===== src/rtl/modexp_dispatcher.sv =====
// Dispatches M^E mod N jobs over NUM_ENG modexp engines (LOAD/GO/DONE) and returns tagged results.
// Define MODEXP_TIMEOUT_EN to abort engines that stay BUSY for TIMEOUT_CYCLES.
module modexp_dispatcher #(
   parameter int unsigned BITS           = 32,
   parameter int unsigned NUM_ENG        = 4,
   parameter int unsigned TAG_W          = 4,
   parameter int unsigned TIMEOUT_CYCLES = 65535
) (
   input  logic                    CLK,
   input  logic                    RESET,
   input  logic                    JOB_VALID,
   output logic                    JOB_READY,
   input  logic [BITS-1:0]         JOB_M,
   input  logic [BITS-1:0]         JOB_E,
   input  logic [BITS-1:0]         JOB_N,
   input  logic [TAG_W-1:0]        JOB_TAG,
   output logic [BITS-1:0]         ENG_M,
   output logic [BITS-1:0]         ENG_E,
   output logic [BITS-1:0]         ENG_N,
   output logic [NUM_ENG-1:0]      ENG_LOAD,
   output logic [NUM_ENG-1:0]      ENG_GO,
   input  logic [NUM_ENG-1:0]      ENG_DONE,
   input  logic [NUM_ENG*BITS-1:0] ENG_RESULT,
   output logic                    RES_VALID,
   input  logic                    RES_READY,
   output logic [BITS-1:0]         RES_DATA,
   output logic [TAG_W-1:0]        RES_TAG,
   output logic                    RES_ERR,
   output logic [NUM_ENG-1:0]      ENG_BUSY,
   output logic [15:0]             JOBS_DONE
);

   localparam int unsigned PTR_W = $clog2(NUM_ENG);

   typedef enum logic [1:0] {SlIdle, SlLoad, SlBusy, SlHold} slot_st_e;

   slot_st_e         slot_st_q [NUM_ENG];
   slot_st_e         slot_st_d [NUM_ENG];
   logic [TAG_W-1:0] tag_q [NUM_ENG];
   logic [TAG_W-1:0] tag_d [NUM_ENG];
   logic [BITS-1:0]  res_q [NUM_ENG];
   logic [BITS-1:0]  res_d [NUM_ENG];

   logic [PTR_W-1:0] disp_ptr_q, disp_ptr_d;
   logic [PTR_W-1:0] out_ptr_q, out_ptr_d;
   logic [PTR_W-1:0] gnt_q, gnt_d;
   logic             res_valid_q, res_valid_d;
   logic [BITS-1:0]  res_data_q, res_data_d;
   logic [TAG_W-1:0] res_tag_q, res_tag_d;
   logic [BITS-1:0]  eng_m_q, eng_m_d;
   logic [BITS-1:0]  eng_e_q, eng_e_d;
   logic [BITS-1:0]  eng_n_q, eng_n_d;
   logic [15:0]      jobs_done_q, jobs_done_d;

`ifdef MODEXP_TIMEOUT_EN
   logic [31:0]      cnt_q [NUM_ENG];
   logic [31:0]      cnt_d [NUM_ENG];
   logic             err_q [NUM_ENG];
   logic             err_d [NUM_ENG];
   logic             res_err_q, res_err_d;
`endif

   logic [NUM_ENG-1:0] elig;
   logic [NUM_ENG-1:0] hold;
   logic [PTR_W:0]     acc_pick;
   logic [PTR_W:0]     out_pick;
   logic               accept;
   logic               hs;

   // Returns {found, index} of the first request strictly after ptr, wrapping.
   function automatic logic [PTR_W:0] rr_pick(input logic [NUM_ENG-1:0] req,
                                              input logic [PTR_W-1:0]   ptr);
      logic [PTR_W:0] pick;
      int unsigned    idx;
      pick = '0;
      for (int unsigned k = 1; k <= NUM_ENG; k++) begin
         idx = 32'(ptr) + k;
         if (idx >= NUM_ENG) idx = idx - NUM_ENG;
         if (!pick[PTR_W] && req[idx[PTR_W-1:0]]) pick = {1'b1, idx[PTR_W-1:0]};
      end
      return pick;
   endfunction

   always_comb begin
      for (int unsigned i = 0; i < NUM_ENG; i++) begin
         elig[i]     = (slot_st_q[i] == SlIdle) && !ENG_DONE[i];
         hold[i]     = (slot_st_q[i] == SlHold);
         ENG_LOAD[i] = (slot_st_q[i] == SlLoad);
         ENG_GO[i]   = (slot_st_q[i] == SlBusy);
         ENG_BUSY[i] = (slot_st_q[i] != SlIdle);
      end
   end

   assign acc_pick  = rr_pick(elig, disp_ptr_q);
   assign out_pick  = rr_pick(hold, out_ptr_q);
   assign JOB_READY = acc_pick[PTR_W];
   assign accept    = JOB_VALID && acc_pick[PTR_W];
   assign hs        = res_valid_q && RES_READY;

   always_comb begin
      slot_st_d   = slot_st_q;
      tag_d       = tag_q;
      res_d       = res_q;
      disp_ptr_d  = disp_ptr_q;
      out_ptr_d   = out_ptr_q;
      gnt_d       = gnt_q;
      res_valid_d = res_valid_q;
      res_data_d  = res_data_q;
      res_tag_d   = res_tag_q;
      eng_m_d     = eng_m_q;
      eng_e_d     = eng_e_q;
      eng_n_d     = eng_n_q;
      jobs_done_d = jobs_done_q;
`ifdef MODEXP_TIMEOUT_EN
      cnt_d       = cnt_q;
      err_d       = err_q;
      res_err_d   = res_err_q;
`endif

      if (accept) begin
         disp_ptr_d = acc_pick[PTR_W-1:0];
         eng_m_d    = JOB_M;
         eng_e_d    = JOB_E;
         eng_n_d    = JOB_N;
      end

      for (int unsigned i = 0; i < NUM_ENG; i++) begin
         unique case (slot_st_q[i])
            SlIdle: begin
               if (accept && acc_pick[PTR_W-1:0] == PTR_W'(i)) begin
                  slot_st_d[i] = SlLoad;
                  tag_d[i]     = JOB_TAG;
               end
            end
            SlLoad: begin
               slot_st_d[i] = SlBusy;
`ifdef MODEXP_TIMEOUT_EN
               cnt_d[i]     = '0;
`endif
            end
            SlBusy: begin
               // DONE takes priority over a timeout expiring in the same cycle.
               if (ENG_DONE[i]) begin
                  slot_st_d[i] = SlHold;
                  res_d[i]     = ENG_RESULT[i*BITS +: BITS];
`ifdef MODEXP_TIMEOUT_EN
                  err_d[i]     = 1'b0;
               end else if (cnt_q[i] + 32'd1 >= TIMEOUT_CYCLES) begin
                  slot_st_d[i] = SlHold;
                  res_d[i]     = '1;
                  err_d[i]     = 1'b1;
               end else begin
                  cnt_d[i]     = cnt_q[i] + 32'd1;
`endif
               end
            end
            SlHold: begin
               if (hs && gnt_q == PTR_W'(i)) slot_st_d[i] = SlIdle;
            end
            default: slot_st_d[i] = SlIdle;
         endcase
      end

      // A grant is only taken while the output register is empty, so each result costs 2 cycles.
      if (hs) begin
         res_valid_d = 1'b0;
         out_ptr_d   = gnt_q;
         jobs_done_d = jobs_done_q + 16'd1;
      end else if (!res_valid_q && out_pick[PTR_W]) begin
         res_valid_d = 1'b1;
         gnt_d       = out_pick[PTR_W-1:0];
         res_data_d  = res_q[out_pick[PTR_W-1:0]];
         res_tag_d   = tag_q[out_pick[PTR_W-1:0]];
`ifdef MODEXP_TIMEOUT_EN
         res_err_d   = err_q[out_pick[PTR_W-1:0]];
`endif
      end
   end

   always_ff @(posedge CLK) begin
      if (RESET) begin
         for (int unsigned i = 0; i < NUM_ENG; i++) begin
            slot_st_q[i] <= SlIdle;
            tag_q[i]     <= '0;
            res_q[i]     <= '0;
`ifdef MODEXP_TIMEOUT_EN
            cnt_q[i]     <= '0;
            err_q[i]     <= 1'b0;
`endif
         end
         disp_ptr_q  <= PTR_W'(NUM_ENG - 1);
         out_ptr_q   <= PTR_W'(NUM_ENG - 1);
         gnt_q       <= '0;
         res_valid_q <= 1'b0;
         res_data_q  <= '0;
         res_tag_q   <= '0;
         eng_m_q     <= '0;
         eng_e_q     <= '0;
         eng_n_q     <= '0;
         jobs_done_q <= '0;
`ifdef MODEXP_TIMEOUT_EN
         res_err_q   <= 1'b0;
`endif
      end else begin
         slot_st_q   <= slot_st_d;
         tag_q       <= tag_d;
         res_q       <= res_d;
         disp_ptr_q  <= disp_ptr_d;
         out_ptr_q   <= out_ptr_d;
         gnt_q       <= gnt_d;
         res_valid_q <= res_valid_d;
         res_data_q  <= res_data_d;
         res_tag_q   <= res_tag_d;
         eng_m_q     <= eng_m_d;
         eng_e_q     <= eng_e_d;
         eng_n_q     <= eng_n_d;
         jobs_done_q <= jobs_done_d;
`ifdef MODEXP_TIMEOUT_EN
         cnt_q       <= cnt_d;
         err_q       <= err_d;
         res_err_q   <= res_err_d;
`endif
      end
   end

   assign ENG_M     = eng_m_q;
   assign ENG_E     = eng_e_q;
   assign ENG_N     = eng_n_q;
   assign RES_VALID = res_valid_q;
   assign RES_DATA  = res_data_q;
   assign RES_TAG   = res_tag_q;
   assign JOBS_DONE = jobs_done_q;
`ifdef MODEXP_TIMEOUT_EN
   assign RES_ERR   = res_err_q;
`else
   assign RES_ERR   = 1'b0;
`endif

endmodule


===== config.mk =====
export PLATFORM = sky130hd
export DESIGN_NAME = modexp_dispatcher
export DESIGN_NICKNAME = d
export VERILOG_FILES = /design/src/rtl/modexp_dispatcher.sv
export SDC_FILE = /design/constraint.sdc
export NUM_CORES = 1
export LEC_CHECK = 0
export ABC_AREA = 1
export CAP_MARGIN = 30
export CORE_AREA = 2 2 206 167
export CTS_CLUSTER_DIAMETER = 50
export DETAILED_ROUTE_END_ITERATION = 7
export DIE_AREA = 0 0 208 169
export GPL_TIMING_DRIVEN = 0
export PLACE_DENSITY_LB_ADDON = 0.3
export SLEW_MARGIN = 40
export SYNTH_ARGS = -nofsm -noshare
export SYNTH_HDL_FRONTEND = slang
export SYNTH_SLANG_ARGS = --single-unit

===== constraint.sdc =====
create_clock -name CLK -period 2.05 [get_ports CLK]
set_input_delay 0.205 -clock CLK [delete_from_list [all_inputs] [get_ports CLK]]
set_output_delay 0.205 -clock CLK [all_outputs]
set_load 0.05 [all_outputs]

==> After elaboration in Yosys (flattened, before gate mapping) <==
Cells that the tools add are included.
{ "word_totals": {"ff_bits": 307, "inputBits": 236, "word_cells": 198} }
{ "op_classes": {"add_sub_neg": 17, "order_cmp": 17, "n_eq_ne": 30, "mux": 54, "bitwise_logic": 2, "n_reduce_logical": 56} }
{ "ops": {"columns": ["operator", "n"], "rows": [
  ["$bmux W32 S2", 1],
  ["$mux W32", 2],
  ["$mux W2", 20],
  ["$pmux W2 S4", 4],
  ["$eq A2 B2 Y1 const B", 12],
  ["$lt A2 B3 Y1 const B", 8],
  ["$mux W3", 8],
  ["$ne A2 B1 Y1 const B", 12],
  ["$ge A3 B3 Y1 const B", 7],
  ["$logic_and A1 B1 Y1", 21],
  ["$reduce_and A2 Y1", 9],
  ["$add A16 B1 Y16 const B", 1],
  ["$bmux W1 S2", 8],
  ["$sub A2 B1 Y2 const B", 8],
  ["$add A2 B2 Y3 const B", 4],
  ["$eq A2 B1 Y1 const B", 6],
  ["$logic_not A2 Y1", 6],
  ["$reduce_and A3 Y1", 4],
  ["$logic_not A1 Y1", 11],
  ["$add A2 B3 Y4 const B", 2],
  ["$bmux W4 S2", 1],
  ["$ge A4 B3 Y1 const B", 2],
  ["$mux W1", 8],
  ["$mux W4", 2],
  ["other kinds (5)", 9]
]} }

==> Logic depth before layout (Yosys ltp) <==
{ "depth": {"ltp_word": 19, "ltp_mapped": 18} }

==> Least setup slack after synthesis <==
OpenSTA, ideal clock, no wires.
{ "synth_timing": {"path_kind": "register to register", "from": "reg slot_st_q[0] in the netlist's numbering", "to": "reg eng_m_q[12] (netlist: ENG_M[12])", "setup_time_ns": 0.116, "t_arrival_ns": 2.058, "required_time_ns": 1.934, "slack_ns": -0.124, "path_stages_with_launch": 15, "cell_sequence": "dfxtp_1 -> inv_1 -> ha_1 -> nand3_1 -> nand3_1 -> nand2_1 -> nand2_1 -> nor2_2 -> nand2_2 -> nand2_4 -> inv_2 -> buf_4 -> buf_2 -> nor2_1 -> nor2_1"} }
{ "synth_via": {"elab_chain_len": 15, "elab_cells_between_ends": 21, "classes_between": "mux: 12; reduce/logical: 9"} }
{ "synth_lines": {"columns": ["item", "line", "source"], "rows": [
  ["start, declared", "37", "slot_st_e slot_st_q [NUM_ENG];"],
  ["start signal, assigned by index", "183", "slot_st_q[i] <= SlIdle;"],
  ["start signal, assigned", "205", "slot_st_q <= slot_st_d;"],
  ["$logic_not A2 Y1 *", "86", "elig[i] = (slot_st_q[i] == SlIdle) && !ENG_DONE[i];"],
  ["$logic_and A1 B1 Y1 *", "86", null],
  ["$bmux W1 S2", "79", "if (!pick[PTR_W] && req[idx[PTR_W-1:0]]) pick = {1'b1, idx[PTR_W-1:0]};"],
  ["$mux W1 (implied by the code)", "79", null],
  ["$mux W3", "79", null],
  ["$logic_not A1 Y1", "79", null],
  ["$logic_and A1 B1 Y1", "79", null],
  ["$mux W3", "79", null],
  ["$logic_not A1 Y1", "79", null],
  ["$logic_and A1 B1 Y1", "79", null],
  ["$mux W3", "79", null],
  ["$logic_not A1 Y1", "79", null],
  ["$logic_and A1 B1 Y1", "79", null],
  ["$mux W3 *", "79", null],
  ["named net JOB_READY", "12", "output logic JOB_READY,"],
  ["$logic_and A1 B1 Y1 *", "97", "assign accept = JOB_VALID && acc_pick[PTR_W];"],
  ["end signal, assigned", "214", "eng_m_q <= eng_m_d;"],
  ["end, declared", "50", "logic [BITS-1:0] eng_m_q, eng_m_d;"]
]} }
Mark *: on every way through the listed nets, which the timed path passes. The rest lies on a longest branch. The select of a mux whose other input is x is not followed.
A chain may end at the register's enable or synchronous reset.

==> Final worst setup path <==
{ "layout_timing": {"from": "reg slot_st_q[2] in the netlist's numbering", "to": "reg res_data_q[12] (netlist: RES_DATA[12])"} }
{ "layout_via": {"elab_chain_len": 17, "elab_cells_between_ends": 25, "classes_between": "eq/ne: 1; mux: 15; bitwise: 1; reduce/logical: 8"} }
{ "layout_lines": {"columns": ["item", "line", "source"], "rows": [
  ["$eq A2 B2 Y1 *", "87", "hold[i] = (slot_st_q[i] == SlHold);"],
  ["$bmux W1 S2", "79", null],
  ["$mux W1 (implied by the code)", "79", null],
  ["$mux W3", "79", null],
  ["$logic_not A1 Y1", "79", null],
  ["$logic_and A1 B1 Y1", "79", null],
  ["$mux W3", "79", null],
  ["$logic_not A1 Y1", "79", null],
  ["$logic_and A1 B1 Y1", "79", null],
  ["$mux W3", "79", null],
  ["$logic_not A1 Y1", "79", null],
  ["$logic_and A1 B1 Y1", "79", null],
  ["$mux W3 *", "79", null],
  ["$not A2 Y3 (implied by the code)", "172", "res_data_d = res_q[out_pick[PTR_W-1:0]];"],
  ["$bmux W32 S2", "172", null],
  ["$mux W32 (implied by the code) (2 in series)", "172", null],
  ["end signal, assigned", "212", "res_data_q <= res_data_d;"],
  ["end, declared", "48", "logic [BITS-1:0] res_data_q, res_data_d;"]
]} }
Mark *: on every way between the ends. The rest lies on a longest branch, timed or not. The select of a mux whose other input is x is not followed.

==> impl_metrics.env <==
export IMPL_status="finished with violations"
export IMPL_violations="negative setup slack"
export IMPL_io_buffers=396
export IMPL_layout_drive_gt1_share_pct=27.2
export IMPL_die_w_um=208
export IMPL_setup_violations=154
export IMPL_yosysTopAreaCell="dfxtp_1"
export IMPL_fin_ws_ns=-0.355
export IMPL_rsz0062_at_grt="yes"
export IMPL_arrival_ns=2.84
export IMPL_worst_hold_path_type="in -> reg"
export IMPL_dp_slack_ns=-0.474
export IMPL_synthTopCellsByCount="nor2_1, dfxtp_1, o21ai_0, inv_1, nand2_1"
export IMPL_hold_ws_ns=0.195
export IMPL_io_pins=399
export IMPL_drt_pass1_iterations=6
export IMPL_syn_nets=2085
export IMPL_hold_viol=0
export IMPL_dieArea_um2=35200
export IMPL_synth_area_leaders="dfxtp_1, o21ai_0, nor2_1"
export IMPL_cts_sinks=307
export IMPL_cts_clk_slew_worst_paths_ns=0.07
export IMPL_clk_path_buf_depth=3
export IMPL_core_area_um2=33200
export IMPL_ff2ff_path_depth=19
export IMPL_p_leak_nw=9.39
export IMPL_routed_via_density=5.46
export IMPL_drt_initial_drc_count=1516
export IMPL_antenna_found_initial=7
export IMPL_grt_start_max_net_pins=14
export IMPL_crit_chain="ha_4 > inv_4 > nand2_1 > o21ai_1 > inv_1 > nand2_2 > inv_2 > nor2_4 > buf_6 > nand3_4 > buf_6 > nand2_8 > buf_8 > buf_8 > nand2_4 > nand3_4 > nand3_2 > nand2_1 > inv_1"
export IMPL_ir_worst_vdd_mv=0.997
export IMPL_drtAntennaViolNets=0
export IMPL_crit_path_end_kind="flip-flop"
export IMPL_fmax_ghz=0.416
export IMPL_die_h_um=169
export IMPL_vias=15400
export IMPL_syn_area_per_cell_um2=7.18
export IMPL_synth_edf_count=0
export IMPL_area_growth_pct=75.1
export IMPL_max_cap_viol_count=0
export IMPL_syn_cell_area_um2=13100
export IMPL_fp_row_count=60
export IMPL_numCtsBuffers=36
export IMPL_grtUsageTotal_pct=29.1
export IMPL_async_reset_ff_share_pct=0
export IMPL_cts_tree="done"
export IMPL_wl_per_cell_um=21.3
export IMPL_slew_headroom_pct=27.6
export IMPL_dp_hpwl_um=37200
export IMPL_slowest_stage="dfxtp_4"
export IMPL_first_global_vias=14100
export IMPL_postCtsHoldBufs=0
export IMPL_initial_core_util_pct=39.5
export IMPL_crit_fanout=5
export IMPL_power_density_nw_per_um2=1890
export IMPL_fin_nets=2616
export IMPL_drc_errors=0
export IMPL_drt_total_wl_um=60300
export IMPL_yosysMostFrequentCell="nor2_1"
export IMPL_grt_overflow=0
export IMPL_gp_congestion=0.897
export IMPL_cp_slowest_stage_delay_ns=0.36
export IMPL_synth_seq_area_share_pct=46.9
export IMPL_period_needed_ns=2.41
export IMPL_synth_flop_cell="dfxtp_1"
export IMPL_grt_pass1_wl_um=79800
export IMPL_insertion_delay_ns=0.55
export IMPL_criticalPathCategory="reg -> reg"
export IMPL_worstPathRequired_ns=2.48
export IMPL_yosysWarningCount=0
export IMPL_start_kind="flip-flop"
export IMPL_ys_ff_latch=307
export IMPL_h_tree_depth=2
export IMPL_fin_crit_sh_pct=117
export IMPL_slew_violations=0
export IMPL_synthDistinctLibCells=33
export IMPL_synth_top_area_share_pct=46.9
export IMPL_cts_root_buffer="clkbuf_16"
export IMPL_min_path_cells=4
export IMPL_fin_skew_ns=0.0205
export IMPL_netlist_instances=1828
export IMPL_max_slew_worst_pin_slew_ns=1.09
cell type report:
class                   count  area, µm²
fillers                  2404      10200
multi-input cells        1199       7920
flip-flops and latches    307       6180
repair buffers            494       5270
clock buffers              44       1000
plain buffers             110        933
inverters                 209        832
well taps                 434        543
clock inverters            20        256
repair inverters            2       27.5
diodes                      4       10.0
repair_timing:
action / in CTS / in global routing
pin swaps: 76 / 104
endpoints found under the setup margin: 176 / 168
gates cloned: 13 / 19
setup buffers: 38 / 36
resized for setup: 387 / 493
power by group:
group	total (mW)	switching (mW)	internal [mW]
Sequential	8.57	1.03	7.54
Combinational	27.9	16.8	11.1
Clock	6.88	2.74	4.14
layer usage:
metal / track usage (%) / part of all wire [%]
met1: 35.5 / 38
met2: 47.8 / 47
met3: 9.39 / 11
met4: 11.3 / 4.1
met5: 0 / 0.045
critical path, delay by kind of cell, from the launching register on:
kind | cells | cell delay, ns
AOI/OAI and AO/OA | 1 | 0.09
adders and majority gates | 1 | 0.16
buffers and inverters | 8 | 0.85
DFF | 1 | 0.36
and+or+nand+nor | 9 | 0.84
cells by family (layout without fill, tap and decap cells):
family | after synthesis | after routing | share of synthesized area, %
adder cells (fa/ha/maj) | 21 | 21 | 2.00
other | 1 | 5 | 0.0286
AO/OA/AOI/OAI | 412 | 412 | 15.9
buffers and inverters | 326 | 879 | 9.96
flip-flops | 307 | 307 | 46.9
AND/OR/NAND/NOR | 760 | 764 | 25.1
XOR/XNOR | 1 | 1 | 0.124
stage by stage:
step	util (%)	power, mW	TNS, ns	instance area (µm²)	cells
final	69.2	43.3	-21.61	23000	2823
after CTS	63.0	37.3	-3.68	20900	2770
after global placement	53.2	24.4	-45.44	17700	2658
after detailed placement	53.2	24.7	-51.97	17700	2658
after floorplan	-	19.4	0	13100	1828
after global routing	69.2	44.9	-32.02	23000	2823
flip-flops by register name, indices dropped and copies added (netlist names):
signal	count
ENG_N	32
ENG_M	32
gnt_q	2
ENG_E	32
JOBS_DONE	16
tag_q	16
res_q	128
RES_DATA	32
RES_TAG	4
disp_ptr_q	2
RES_VALID	1
slot_st_q	8
out_ptr_q	2
worst paths after layout:
| check | start | end | slack (ns) |
|---|---|---|---|
| setup / recovery | slot_st_q[2] | RES_DATA[12] | -0.36 |
| hold / removal | RESET | RES_DATA[14] | 0.19 |
| hold reg to reg | res_q[26] | res_q[26] | 0.46 |
| setup reg to reg | slot_st_q[2] | RES_DATA[12] | -0.36 |
cells in the final DEF, fill, tap and decap left out, types with 7 or more instances in the layout:
cell and instances:
clkdlybuf4s50_1 379, dfxtp_1 293, nor2_1 262, inv_1 188, o21ai_0 173, nand2_1 129, a21oi_1 128, nand3_2 116
o21ai_2 68, clkbuf_1 59, buf_6 51, clkbuf_16 51, nor2_2 45, buf_4 37, nand2_4 36, nand3_4 35
nand3b_1 31, nand3_1 30, nand2_2 30, nor2_4 29, buf_8 28, o21ai_1 17, buf_12 15, inv_2 13
ha_1 13, a21oi_2 12, dlygate4sd2_1 12, nand2_8 9, dfxtp_2 8, ha_4 8, clkinv_2 7
Note: power is estimated with default switching activity, not from simulation.
